$ cat config.mk
export PLATFORM = sky130hd
export DESIGN_NAME = qdr_phase_cal
export DESIGN_NICKNAME = d
export VERILOG_FILES = /design/src/rtl/qdr_cal_pkg.sv /design/src/rtl/qdr_pattern_check.sv /design/src/rtl/qdr_phase_cal.sv
export SDC_FILE = /design/constraint.sdc
export NUM_CORES = 1
export LEC_CHECK = 0
export ABC_CLOCK_PERIOD_IN_PS = 2000
export CORE_ASPECT_RATIO = 0.6
export CORE_MARGIN = 2
export CORE_UTILIZATION = 49
export DETAILED_ROUTE_END_ITERATION = 10
export GPL_TIMING_DRIVEN = 0
export PLACE_DENSITY = 0.76
export SLEW_MARGIN = 20
export SYNTH_ARGS = -nofsm -noshare
export SYNTH_HDL_FRONTEND = slang
export SYNTH_SLANG_ARGS = --single-unit
$ cat constraint.sdc
create_clock -name clk_0 -period 2 [get_ports clk_0]
set_clock_uncertainty 0.2 [all_clocks]
set_input_delay 0.2 -clock clk_0 [delete_from_list [all_inputs] [get_ports clk_0]]
set_output_delay 0.2 -clock clk_0 [all_outputs]
set_load 0.02 [all_outputs]
$ cat src/rtl/qdr_cal_pkg.sv
// Shared types and helpers for the four-phase capture calibration controller.
// Holds the FSM encoding, phase codes and the eye-centre selection rule.
package qdr_cal_pkg;

    typedef enum logic [2:0] {
        ST_IDLE    = 3'd0,
        ST_SETTLE  = 3'd1,
        ST_MEASURE = 3'd2,
        ST_NEXT    = 3'd3,
        ST_DECIDE  = 3'd4,
        ST_LOCKED  = 3'd5,
        ST_FAIL    = 3'd6
    } cal_state_t;

    localparam logic [1:0] PH_0   = 2'd0;
    localparam logic [1:0] PH_90  = 2'd1;
    localparam logic [1:0] PH_180 = 2'd2;
    localparam logic [1:0] PH_270 = 2'd3;

    // Counters are sized for the largest legal settle_cycles / sample_count.
    localparam int SETTLE_CNT_W = 8;
    localparam int SAMPLE_CNT_W = 16;

    // Returns {found, phase}. Prefers the lowest phase whose both neighbours
    // (mod 4) are also clean; otherwise the lowest clean phase.
    function automatic logic [2:0] pick_phase(input logic [3:0] mask);
        logic       found;
        logic [1:0] ph;
        logic [1:0] lo;
        logic [1:0] hi;
        found = 1'b0;
        ph    = PH_0;
        for (int p = 0; p < 4; p++) begin
            lo = 2'(p) - 2'd1;
            hi = 2'(p) + 2'd1;
            if (!found && mask[p] && mask[lo] && mask[hi]) begin
                found = 1'b1;
                ph    = 2'(p);
            end
        end
        for (int p = 0; p < 4; p++) begin
            if (!found && mask[p]) begin
                found = 1'b1;
                ph    = 2'(p);
            end
        end
        return {found, ph};
    endfunction

endpackage

$ cat src/rtl/qdr_pattern_check.sv
// Alternating training-pattern checker: every sample must be the pattern or its
// complement and must invert the previous sample. Error flag is sticky until clear.
module qdr_pattern_check
    import qdr_cal_pkg::*;
#(
    parameter int               width         = 8,
    parameter logic [width-1:0] train_pattern = 8'h55
) (
    input  logic             clk,
    input  logic             rst_n,
    input  logic [width-1:0] sample,
    input  logic             enable,
    input  logic             clear,
    output logic             err
);

    logic [width-1:0] prev;
    logic             first;
    logic             bad_member;
    logic             bad_toggle;

    assign bad_member = (sample != train_pattern) && (sample != ~train_pattern);
    assign bad_toggle = !first && (sample != ~prev);

    always_ff @(posedge clk or negedge rst_n) begin
        if (!rst_n) begin
            err   <= 1'b0;
            first <= 1'b1;
        end else if (clear) begin
            err   <= 1'b0;
            first <= 1'b1;
        end else if (enable) begin
            first <= 1'b0;
            if (bad_member || bad_toggle) begin
                err <= 1'b1;
            end
        end
    end

    // prev is only meaningful once first has dropped, so it needs no reset.
    always_ff @(posedge clk) begin
        if (enable) begin
            prev <= sample;
        end
    end

endmodule

$ cat src/rtl/qdr_phase_cal.sv
// Four-phase ADC capture calibration: measures each phase against the training
// pattern, picks the eye-centre phase and steers it onto a registered output bus.
module qdr_phase_cal
    import qdr_cal_pkg::*;
#(
    parameter int               width         = 8,
    parameter logic [width-1:0] train_pattern = 8'h55,
    parameter int               settle_cycles = 4,
    parameter int               sample_count  = 256
) (
    input  logic             clk_0,
    input  logic             reset_n,
    input  logic [width-1:0] data0,
    input  logic [width-1:0] data90,
    input  logic [width-1:0] data180,
    input  logic [width-1:0] data270,
    input  logic             cal_start,
    output logic [width-1:0] data_out,
    output logic [1:0]       phase_sel,
    output logic [3:0]       valid_mask,
    output logic             busy,
    output logic             cal_done,
    output logic             cal_fail
);

    localparam logic [SETTLE_CNT_W-1:0] SETTLE_LAST = SETTLE_CNT_W'(settle_cycles - 1);
    localparam logic [SAMPLE_CNT_W-1:0] SAMPLE_LAST = SAMPLE_CNT_W'(sample_count - 1);

    logic [1:0]              rst_pipe;
    logic                    rst_n_int;

    cal_state_t              state, state_nxt;
    logic [1:0]              meas_phase, meas_phase_nxt;
    logic [3:0]              valid_mask_nxt;
    logic [1:0]              phase_sel_nxt;
    logic                    busy_nxt, cal_done_nxt, cal_fail_nxt;
    logic [SETTLE_CNT_W-1:0] settle_cnt, settle_cnt_nxt;
    logic [SAMPLE_CNT_W-1:0] sample_cnt, sample_cnt_nxt;
    logic                    chk_en, chk_clr, chk_err;
    logic [2:0]              pick;
    logic [width-1:0]        meas_sample;
    logic [width-1:0]        out_sample;

    // Assertion is immediate; release is delayed two clocks so every flop
    // below leaves reset on the same edge.
    always_ff @(posedge clk_0 or negedge reset_n) begin
        if (!reset_n) begin
            rst_pipe <= 2'b00;
        end else begin
            rst_pipe <= {rst_pipe[0], 1'b1};
        end
    end
    assign rst_n_int = rst_pipe[1];

    always_comb begin
        meas_sample = data0;
        case (meas_phase)
            PH_0:    meas_sample = data0;
            PH_90:   meas_sample = data90;
            PH_180:  meas_sample = data180;
            default: meas_sample = data270;
        endcase
    end

    always_comb begin
        out_sample = data0;
        case (phase_sel)
            PH_0:    out_sample = data0;
            PH_90:   out_sample = data90;
            PH_180:  out_sample = data180;
            default: out_sample = data270;
        endcase
    end

    qdr_pattern_check #(
        .width         (width),
        .train_pattern (train_pattern)
    ) u_check (
        .clk    (clk_0),
        .rst_n  (rst_n_int),
        .sample (meas_sample),
        .enable (chk_en),
        .clear  (chk_clr),
        .err    (chk_err)
    );

    assign pick = pick_phase(valid_mask);

    always_comb begin
        state_nxt      = state;
        meas_phase_nxt = meas_phase;
        valid_mask_nxt = valid_mask;
        phase_sel_nxt  = phase_sel;
        busy_nxt       = busy;
        cal_done_nxt   = cal_done;
        cal_fail_nxt   = cal_fail;
        settle_cnt_nxt = settle_cnt;
        sample_cnt_nxt = sample_cnt;
        chk_en         = 1'b0;
        chk_clr        = 1'b0;

        case (state)
            ST_IDLE, ST_LOCKED, ST_FAIL: begin
                if (cal_start) begin
                    state_nxt      = ST_SETTLE;
                    meas_phase_nxt = PH_0;
                    valid_mask_nxt = 4'b0000;
                    busy_nxt       = 1'b1;
                    cal_done_nxt   = 1'b0;
                    cal_fail_nxt   = 1'b0;
                    settle_cnt_nxt = '0;
                    sample_cnt_nxt = '0;
                end
            end
            ST_SETTLE: begin
                chk_clr = 1'b1;
                if (settle_cnt == SETTLE_LAST) begin
                    state_nxt      = ST_MEASURE;
                    settle_cnt_nxt = '0;
                    sample_cnt_nxt = '0;
                end else begin
                    settle_cnt_nxt = settle_cnt + 8'd1;
                end
            end
            ST_MEASURE: begin
                chk_en = 1'b1;
                if (sample_cnt == SAMPLE_LAST) begin
                    state_nxt      = ST_NEXT;
                    sample_cnt_nxt = '0;
                end else begin
                    sample_cnt_nxt = sample_cnt + 16'd1;
                end
            end
            ST_NEXT: begin
                valid_mask_nxt[meas_phase] = ~chk_err;
                if (meas_phase == PH_270) begin
                    state_nxt = ST_DECIDE;
                end else begin
                    meas_phase_nxt = meas_phase + 2'd1;
                    settle_cnt_nxt = '0;
                    state_nxt      = ST_SETTLE;
                end
            end
            ST_DECIDE: begin
                busy_nxt = 1'b0;
                if (pick[2]) begin
                    phase_sel_nxt = pick[1:0];
                    cal_done_nxt  = 1'b1;
                    state_nxt     = ST_LOCKED;
                end else begin
                    cal_fail_nxt  = 1'b1;
                    state_nxt     = ST_FAIL;
                end
            end
            default: state_nxt = ST_IDLE;
        endcase
    end

    always_ff @(posedge clk_0 or negedge rst_n_int) begin
        if (!rst_n_int) begin
            state      <= ST_IDLE;
            meas_phase <= PH_0;
            valid_mask <= 4'b0000;
            phase_sel  <= PH_0;
            busy       <= 1'b0;
            cal_done   <= 1'b0;
            cal_fail   <= 1'b0;
            settle_cnt <= '0;
            sample_cnt <= '0;
        end else begin
            state      <= state_nxt;
            meas_phase <= meas_phase_nxt;
            valid_mask <= valid_mask_nxt;
            phase_sel  <= phase_sel_nxt;
            busy       <= busy_nxt;
            cal_done   <= cal_done_nxt;
            cal_fail   <= cal_fail_nxt;
            settle_cnt <= settle_cnt_nxt;
            sample_cnt <= sample_cnt_nxt;
        end
    end

    // Output stage: follows the committed phase in every state.
    always_ff @(posedge clk_0 or negedge rst_n_int) begin
        if (!rst_n_int) begin
            data_out <= '0;
        end else begin
            data_out <= out_sample;
        end
    end

endmodule

Word-level counts from Yosys, hierarchy flattened
Index checks and enable logic that the tools add are counted.
- shift operators: 0
- equal/unequal tests: 22
- reductions and logical operators: 47
- $mul: 0
- order comparisons: 2
- divide/modulo/power cells: 0
- multiplexer cells: 53
- add/sub/neg operators: 3
- bitwise logic cells: 2
- operators by type and width (cell ; number):
    8-bit one-hot mux with 3 select lines ; 3
    16-bit two-way mux ; 3
    16-bit one-hot mux with 3 select lines ; 1
    8-bit two-way mux ; 3
    1-bit two-way mux ; 21
    1-bit logical AND ; 18
    2-bit two-way mux ; 9
    3-bit AND reduction ; 6
    16-bit by 1-bit adder with 16-bit output (second input constant) ; 1
    16-bit by 8-bit equality test with 1-bit output (second input constant) ; 1
    3-bit one-hot mux with 5 select lines ; 1
    3-bit two-way mux ; 4
    2-bit inequality test (second input constant) ; 6
    3-bit equality test (second input constant) ; 3
    8-bit by 1-bit adder with 8-bit output (second input constant) ; 1
    8-bit by 2-bit equality test with 1-bit output (second input constant) ; 1
    1-bit logical NOT ; 8
    8-bit by 7-bit inequality test with 1-bit output (second input constant) ; 1
    8-bit inequality test ; 1
    8-bit inequality test (second input constant) ; 1
    8-bit inverter ; 1
    4-bit one-hot mux with 2 select lines ; 1
    2-bit AND reduction ; 4
    2-bit nonzero test ; 4
    other kinds (18) ; 26
- memories kept: 0
- memory bits (read-only): 0
- bits in writable memories: 0
- register bits after elaboration: 58
- bits in latches: 0
- input port bits: 35

Depth between registers and ports, before layout
Gate-level depths: netlist of run 1.
- word-level depth: 32
- gate-level depth with buffers: 9
- depth with buffers taken out: 8

By module
From an unflattened synthesis of run 1, not the netlist that was laid out.
- cells, all modules: 328
- area, all modules: 3300.7 um^2
- by module, submodules not included (module ; area each (um^2) ; instances ; sequential area each (um^2) ; cells an instance):
    qdr_phase_cal ; 2836.5 ; 1 ; 1201.2 ; 296
    qdr_pattern_check ; 464.2 ; 1 ; 291.5 ; 32

Worst setup path after synthesis of run 1
No wires, ideal clock.
- kind: register to register
- start point: reg settle_cnt[0]
- end point: reg sample_cnt[13]
- arrival: 2.345 ns
- period minus slack after synthesis: 2.622 ns
- slack: -0.622 ns
- stages on the path, launching flop included: 9
- required time: 1.723 ns
- path through: dfrtp_1 ha_1 or4b_4 nor4_4 o21bai_1 a211o_1 buf_6 or4_1 a21oi_1
- longest elaborated chain between the ends: 3
- ends and longest elaborated chain (what ; RTL line ; RTL):
    start: declaration ; qdr_phase_cal.sv:37 ; logic [SETTLE_CNT_W-1:0] settle_cnt, settle_cnt_nxt;
    start signal: assignment ; qdr_phase_cal.sv:178 ; settle_cnt <= settle_cnt_nxt;
    8-bit by 2-bit equality test with 1-bit output ; qdr_phase_cal.sv:117 ; if (settle_cnt == SETTLE_LAST) begin
    2-bit inequality test (no source line) ; n/a ;
    3-bit AND reduction (no source line) ; n/a ;
    end signal: assignment ; qdr_phase_cal.sv:179 ; sample_cnt <= sample_cnt_nxt;
    end: declaration ; qdr_phase_cal.sv:38 ; logic [SAMPLE_CNT_W-1:0] sample_cnt, sample_cnt_nxt;
Every way passes these cells.
A chain may end at the register's enable or synchronous reset.

Final worst setup path of run 1
- start point: reg settle_cnt[0]
- end point: reg sample_cnt[11]
Same word-level chain as after synthesis.

==> results.sh, run 1 <==
export IMPL_io_pins=52
export IMPL_post_route_period_util_pct=131.5
export IMPL_numCtsBuffers=9
export IMPL_fmax_mhz=380.3
export IMPL_setup_viol=24
export IMPL_numPortBuffers=50
export IMPL_synth_main_ff_cell="dfrtp_1"
export IMPL_syn2layout_area_growth_pct=47.10
export IMPL_synth_edf_count=8
export IMPL_cp_required_ns=2.08
export IMPL_synth_top_cell_area_share_pct=37.87
export IMPL_grt_max_degree=49
export IMPL_diodes=0
export IMPL_end_kind="flip-flop"
export IMPL_wirelength_mm=9.534
export IMPL_dr_pass1_iters=6
export IMPL_comb_power_share_pct=59.4
export IMPL_worstHoldStart="rst_pipe[0]"
export IMPL_p_int_mw=4.169
export IMPL_r2r_end="sample_cnt[11]"
export IMPL_powerDensity_nw_per_um2=1480
export IMPL_clock_latency_ns=0.34
export IMPL_synth_adder_area_share_pct=2.318
export IMPL_initial_core_util_pct=51.82
export IMPL_timing_rr_start="settle_cnt[0]"
export IMPL_clkTransAtPathRegs_ns=0.07
export IMPL_critical_path_class="flip-flop to flip-flop"
export IMPL_yosys_warnings=0
export IMPL_grt_pass1_vias=2885
export IMPL_drive_gt1_share_pct=32.64
export IMPL_wl_per_cell_um=18.48
export IMPL_ff2ff_path_depth=8
export IMPL_overflow=0
export IMPL_drtIter0Drc=205
export IMPL_synth_compound_area_share_pct=20.36
export IMPL_htree_num_levels=3
export IMPL_path_max_fanout=2
export IMPL_min_to="rst_pipe[1]"
export IMPL_switching_share_pct=40.85
export IMPL_worst_pin_slew_ns=0.7399
export IMPL_final_cell_mix="clkdlybuf4s50_1 (50), dfrtp_1 (44), buf_4 (28)"
export IMPL_hold_depth=0
export IMPL_synth_area_um2=3238
export IMPL_antenna_found_initial=0
export IMPL_cts_buffer_depth=2
export IMPL_synth_distinct_cells=47
export IMPL_rsz0062_at_grt="yes"
export IMPL_post_drt_via_cell_ratio=5.890
export IMPL_drc_errors=0
export IMPL_fin_nets=469
export IMPL_grt_usage_pct=26.17
export IMPL_synth_top_family_by_area="compound AO/OA/AOI/OAI gates"
export IMPL_postRouteAntennaNets=0
export IMPL_fillerInstances=407
export IMPL_die_area_um2=7296
export IMPL_rows=22
export IMPL_cts_tree="built"
export IMPL_die_x_um=108.9
export IMPL_hold_violations=0
export IMPL_fin_util_pct=76.23
export IMPL_synthMuxAreaShare_pct=6.221
export IMPL_maxCapViolCount=0
export IMPL_core_um2=6248
export IMPL_synth_largest_area_cell="dfrtp_1"
export IMPL_crit_arrival_ns=2.71
export IMPL_hp_class="flip-flop to flip-flop"
export IMPL_pwr_share_clk_pct=15.0
export IMPL_start_kind="flip-flop"
export IMPL_peakVddDrop_mv=0.8255
export IMPL_layout_setup_ws_ns=-0.6298
export IMPL_ys_ff_latch=58
export IMPL_cts_root_buffer="clkbuf_8"
export IMPL_outcome="complete, but fails checks"
export IMPL_dp_cells=468
export IMPL_slew_violations=0
export IMPL_synthTopCellsByArea="dfrtp_1 (38%), edfxtp_1 (7.4%), mux4_2 (5.6%)"
export IMPL_syn_avg_cell_area_um2=9.695
export IMPL_layout_commonest_cell="clkdlybuf4s50_1"
export IMPL_fin_cells=516
export IMPL_p_seq_share_pct=25.6
export IMPL_synth_seq_area_share_pct=46.10
export IMPL_failed_checks="negative setup slack"
export IMPL_syn_num_nets=375
export IMPL_place_congestion=0.8127
export IMPL_leakagePower_nw=1.937
export IMPL_synth_simple_area_share_pct=18.70
export IMPL_hpwl_mm=5.787
export IMPL_p_sw_mw=2.879
export IMPL_syn_inst=334
export IMPL_synthArstFlopShare_pct=86.21
export IMPL_cts_sinks=58
export IMPL_grt_pass1_wl_mm=14.42
export IMPL_synthXorXnorAreaFrac_pct=2.975
export IMPL_finalCriticalPeriod_ns=2.630
export IMPL_rrSetupSlack_ns=-0.63
export IMPL_slew_limit_headroom_pct=50.68
export IMPL_die_h_um=66.97
export IMPL_vias=3039
[cells in the mapped netlist, types with 2 or more instances]
cell type,n
nand3_1,14
or2_2,2
buf_2,2
nand2b_1,4
nand4_1,5
nor4_1,3
mux4_2,8
a21oi_1,29
nor4bb_1,2
clkbuf_1,15
or3_1,3
o21bai_1,2
xor2_1,10
nor2b_1,17
o41ai_1,2
nand2_1,26
o21ai_0,34
a31oi_1,4
nor3_1,4
and3_1,2
a22oi_1,9
nor2_1,27
dfrtp_1,49
o31ai_1,8
a21o_1,4
inv_1,7
o22ai_1,2
ha_1,6
a22o_1,8
edfxtp_1,8
or4_1,2
[power groups by stage]
stage          registers [mW]  logic, mW  clock network (mW)
3_5_place_dp             1.78       2.78                   0
3_3_place_gp             1.77       2.69                   0
5_1_grt                  1.84       4.52                1.13
2_1_floorplan            1.84       1.91                   0
4_1_cts                  1.75       3.27                1.06
6_report                 1.80       4.19                1.06
[registers in the layout (all words and copies together) (netlist names)]
signal,count
u_check.prev,8
state,3
meas_phase,2
cal_done,1
sample_cnt,16
rst_pipe,2
busy,1
u_check.err,1
valid_mask,4
data_out,8
cal_fail,1
phase_sel,2
settle_cnt,8
u_check.first,1
[routing by layer]
layer	track usage, %	part of all wire [%]	up-vias
li1	-	-	1419
met1	37.89	47	1481
met2	39.44	46	125
met3	7.534	6.9	14
met4	4.327	0.96	0
met5	0	0	-
[how the worst max path moves through the flow]
| stage | from | to | slack [ns] |
|---|---|---|---|
| final | settle_cnt[0] | sample_cnt[11] | -0.63 |
| after global routing | settle_cnt[0] | sample_cnt[11] | -0.70 |
| after CTS | settle_cnt[0] | sample_cnt[13] | -0.58 |
| after detailed placement | sample_cnt[0] | sample_cnt[2] | -0.83 |
| after global placement | settle_cnt[0] | sample_cnt[13] | -0.74 |
| after floorplan | settle_cnt[0] | sample_cnt[13] | -0.55 |
[worst max-delay path, cell delays in order (launching register included)]
cell	delay (ns)
dfrtp_1	0.35
ha_2	0.19
or4b_4	0.47
nor4_4	0.25
o21bai_1	0.10
a211o_1	0.30
buf_4	0.15
or4_4	0.41
a21oi_2	0.15
[kinds of logic (layout without fill, tap and decap cells)]
group                      after synthesis  count (layout)
adders and majority gates                6               6
xor gates and xnor gates                11              11
and+or+nand+nor                        116             116
buffers and inverters                   25             123
AOI/OAI and AO/OA                      107             107
other                                    1               1
DFF                                     58              58
muxes                                   10              10
[through the flow]
step           cell area, um2  power (mW)  TNS [ns]  hold WS [ns]  worst slack [ns]
2_1_floorplan            3306       3.753    -7.438       -0.2956           -0.5546
3_3_place_gp             3911       4.461    -32.97        0.1386           -0.7370
3_5_place_dp             3915       4.560    -15.36        0.1451           -0.8291
4_1_cts                  4365       6.088    -8.429        0.1571           -0.5834
5_1_grt                  4763       7.486    -12.32        0.1697           -0.6974
6_report                 4763       7.048    -10.29        0.1568           -0.6298
[repair_timing]
item	in CTS	in global routing
hold endpoints to repair	2	0
pin swaps	15	22
gates resized for setup	28	80
setup endpoints to repair	32	39
hold buffers	1	0
cloned	0	1
buffers inserted	21	14
[final cells by class]
class / count / area, um2 / area share (%)
clock inverters: 2 / 10.01 / 0.2101
repair buffers: 85 / 810.8 / 17.02
flip-flops and latches: 58 / 1501 / 31.52
plain buffers: 16 / 133.9 / 2.811
well taps: 84 / 105.1 / 2.206
multi-input cells: 251 / 1987 / 41.71
clock buffers: 13 / 180.2 / 3.783
inverters: 7 / 35.03 / 0.7355
(Power assumes the default switching activity.)
==> inputs of run 2 (changes only) <==
--- a/config.mk
+++ b/config.mk
@@ -9,6 +9,7 @@
 export CORE_ASPECT_RATIO = 0.6
 export CORE_MARGIN = 2
 export CORE_UTILIZATION = 49
+export CTS_CLUSTER_DIAMETER = 150
 export DETAILED_ROUTE_END_ITERATION = 10
 export GPL_TIMING_DRIVEN = 0
 export PLACE_DENSITY = 0.76
==> results of run 2 <==
No change in the layout: final DEF, timing and power equal those of run 1.
==> inputs of run 3 (changes only) <==
--- a/config.mk
+++ b/config.mk
@@ -7,7 +7,6 @@
 export LEC_CHECK = 0
 export ABC_CLOCK_PERIOD_IN_PS = 2000
 export CORE_ASPECT_RATIO = 0.6
-export CORE_MARGIN = 2
 export CORE_UTILIZATION = 49
 export CTS_CLUSTER_DIAMETER = 150
 export DETAILED_ROUTE_END_ITERATION = 10
==> constraint.sdc (replaced) <==
create_clock -name clk_0 -period 2 [get_ports clk_0]
set_clock_uncertainty 0.2 [all_clocks]
set_input_delay 0.6 -clock clk_0 [delete_from_list [all_inputs] [get_ports clk_0]]
set_output_delay 0.6 -clock clk_0 [all_outputs]
set_load 0.02 [all_outputs]
==> run 3 against run 2 <==
The run still ends with negative setup slack left. Largest power group unchanged. Highest routed layer unchanged. Die area down 4.8%. Hold slack barely moved. Register-to-register slack worse by 0.04 ns.
==> results.sh, run 3 (synthesis gave the netlist of run 1 again) <==
export IMPL_drtIter0Drc=194
export IMPL_cts_sinks=58
export IMPL_cts_buffer_depth=2
export IMPL_drive_gt1_share_pct=35.47
export IMPL_antenna_found_initial=0
export IMPL_clock_latency_ns=0.36
export IMPL_grt_pass1_wl_mm=14.52
export IMPL_core_um2=6248
export IMPL_grt_pass1_vias=2888
export IMPL_powerDensity_nw_per_um2=1508
export IMPL_post_route_period_util_pct=133.6
export IMPL_post_drt_via_cell_ratio=5.992
export IMPL_failed_checks="negative setup slack"
export IMPL_layout_commonest_cell="dfrtp_1"
export IMPL_drc_errors=0
export IMPL_wl_met3_um=659
export IMPL_cts_tree="built"
export IMPL_finalCriticalPeriod_ns=2.671
export IMPL_die_x_um=106.9
export IMPL_largest_reg_flops=16
export IMPL_postRouteAntennaNets=0
export IMPL_tns_ns=-11.67
export IMPL_place_ws_ns=-0.8245
export IMPL_io_pins=52
export IMPL_setup_viol=26
export IMPL_syn2layout_area_growth_pct=50.93
export IMPL_top_register="sample_cnt"
export IMPL_rows=22
export IMPL_overflow=0
export IMPL_place_congestion=0.8028
export IMPL_diodes=0
export IMPL_fin_nets=473
export IMPL_grt_usage_pct=27.95
export IMPL_end_kind="flip-flop"
export IMPL_grt_max_degree=49
export IMPL_slew_limit_headroom_pct=49.68
export IMPL_clkTransAtPathRegs_ns=0.06
export IMPL_cts_root_buffer="clkbuf_8"
export IMPL_hp_class="flip-flop to asynchronous set/reset pin"
export IMPL_leakagePower_nw=2.000
export IMPL_final_cell_mix="dfrtp_1 (43), buf_4 (33), clkdlybuf4s50_1 (33)"
export IMPL_htree_num_levels=3
export IMPL_slew_violations=0
export IMPL_wl_per_cell_um=19.21
export IMPL_die_area_um2=6948
export IMPL_rsz0062_at_grt="yes"
export IMPL_worst_pin_slew_ns=0.7548
export IMPL_vias=3122
export IMPL_cp_required_ns=2.08
export IMPL_dr_pass1_iters=5
export IMPL_ff2ff_path_depth=8
export IMPL_route_met2_wl_mm=4.677
export IMPL_die_h_um=64.97
export IMPL_crit_arrival_ns=2.75
export IMPL_hold_violations=0
export IMPL_peakVddDrop_mv=1.007
export IMPL_maxCapViolCount=0
export IMPL_outcome="complete, but fails checks"
export IMPL_wirelength_mm=10.01
export IMPL_path_max_fanout=6
export IMPL_fmax_mhz=374.3
export IMPL_hpwl_mm=5.598
export IMPL_initial_core_util_pct=51.82
export IMPL_numCtsBuffers=9
export IMPL_critical_path_class="flip-flop to flip-flop"
export IMPL_start_kind="flip-flop"
export IMPL_numPortBuffers=50
export IMPL_fillerInstances=367
export IMPL_highest_layer="met4"
export IMPL_drt_met1_wl_mm=4.413
export IMPL_layout_setup_ws_ns=-0.6715
## run 3: changes by cell type in the layout (fill, tap and decap cells not counted), sizes merged
| cell | change |
|---|---|
| dlygate4sd2 | +16 |
| clkdlybuf4s15 | +1 |
| dlygate4sd3 | -1 |
| clkbuf | -3 |
| bufinv | +1 |
| clkdlybuf4s50 | -17 |
| buf | +8 |
## run 3: layout make-up
cell class / count / area, um2 / share of cell area [%]
timing repair buffer: 91 / 849.6 / 17.38
clock buffer: 13 / 148.9 / 3.047
tap: 84 / 105.1 / 2.151
clock inverter: 3 / 40.04 / 0.8193
sequential: 58 / 1503 / 30.75
multi-input combinational: 251 / 2090 / 42.75
inverter: 7 / 35.03 / 0.7168
buffer: 14 / 116.4 / 2.381
## run 3: worst paths after layout
kind                                  endpoint  slack (ns)          start
max in group asynchronous             state[1]        0.97    rst_pipe[1]
worst max-delay path            sample_cnt[13]       -0.67  settle_cnt[0]
worst min register to register        state[0]        0.16    rst_pipe[1]
worst max register to register  sample_cnt[13]       -0.67  settle_cnt[0]
min in group clk_0                 rst_pipe[1]        0.16    rst_pipe[0]
worst min-delay path                  state[0]        0.16    rst_pipe[1]
## run 3: critical path: stages, from the launching register on
cell and delay (ns):
dfrtp_1 0.36, ha_2 0.19, or4b_4 0.47, nor4_4 0.27
o21bai_1 0.11, a211o_1 0.30, buf_6 0.16, or4_4 0.41
a21oi_2 0.13
## run 3: per-layer routing
| metal | up-vias | GRT usage (%) |
|---|---|---|
| li1 | 1431 | - |
| met1 | 1536 | 40.30 |
| met2 | 126 | 40.65 |
| met3 | 29 | 7.847 |
| met4 | 0 | 8.733 |
| met5 | - | 0 |
## run 3: power by group
group          switching [mW]  internal, mW
combinational            2.32          2.15
clock                   0.486         0.607
sequential              0.267          1.54
total                    3.07          4.30
## run 3: through the flow
stage | hold WS, ns | util, % | instances | instance area, um2 | total power [mW]
after CTS | 0.1589 | 71.31 | 504 | 4456 | 6.259
after floorplan | 0.1044 | - | 334 | 3306 | 3.753
after detailed placement | 0.1443 | 62.66 | 468 | 3915 | 4.534
after global routing | 0.1675 | 78.21 | 521 | 4887 | 7.769
after global placement | 0.1374 | 62.60 | 468 | 3911 | 4.454
final | 0.1563 | 78.21 | 521 | 4887 | 7.369
## run 3: timing repair
action | CTS | global route
resized for setup | 86 | 67
buffers inserted | 21 | 20
pin swaps | 23 | 26
cloned | 1 | 1
hold buffers | 0 | 0
setup endpoints to repair | 49 | 44
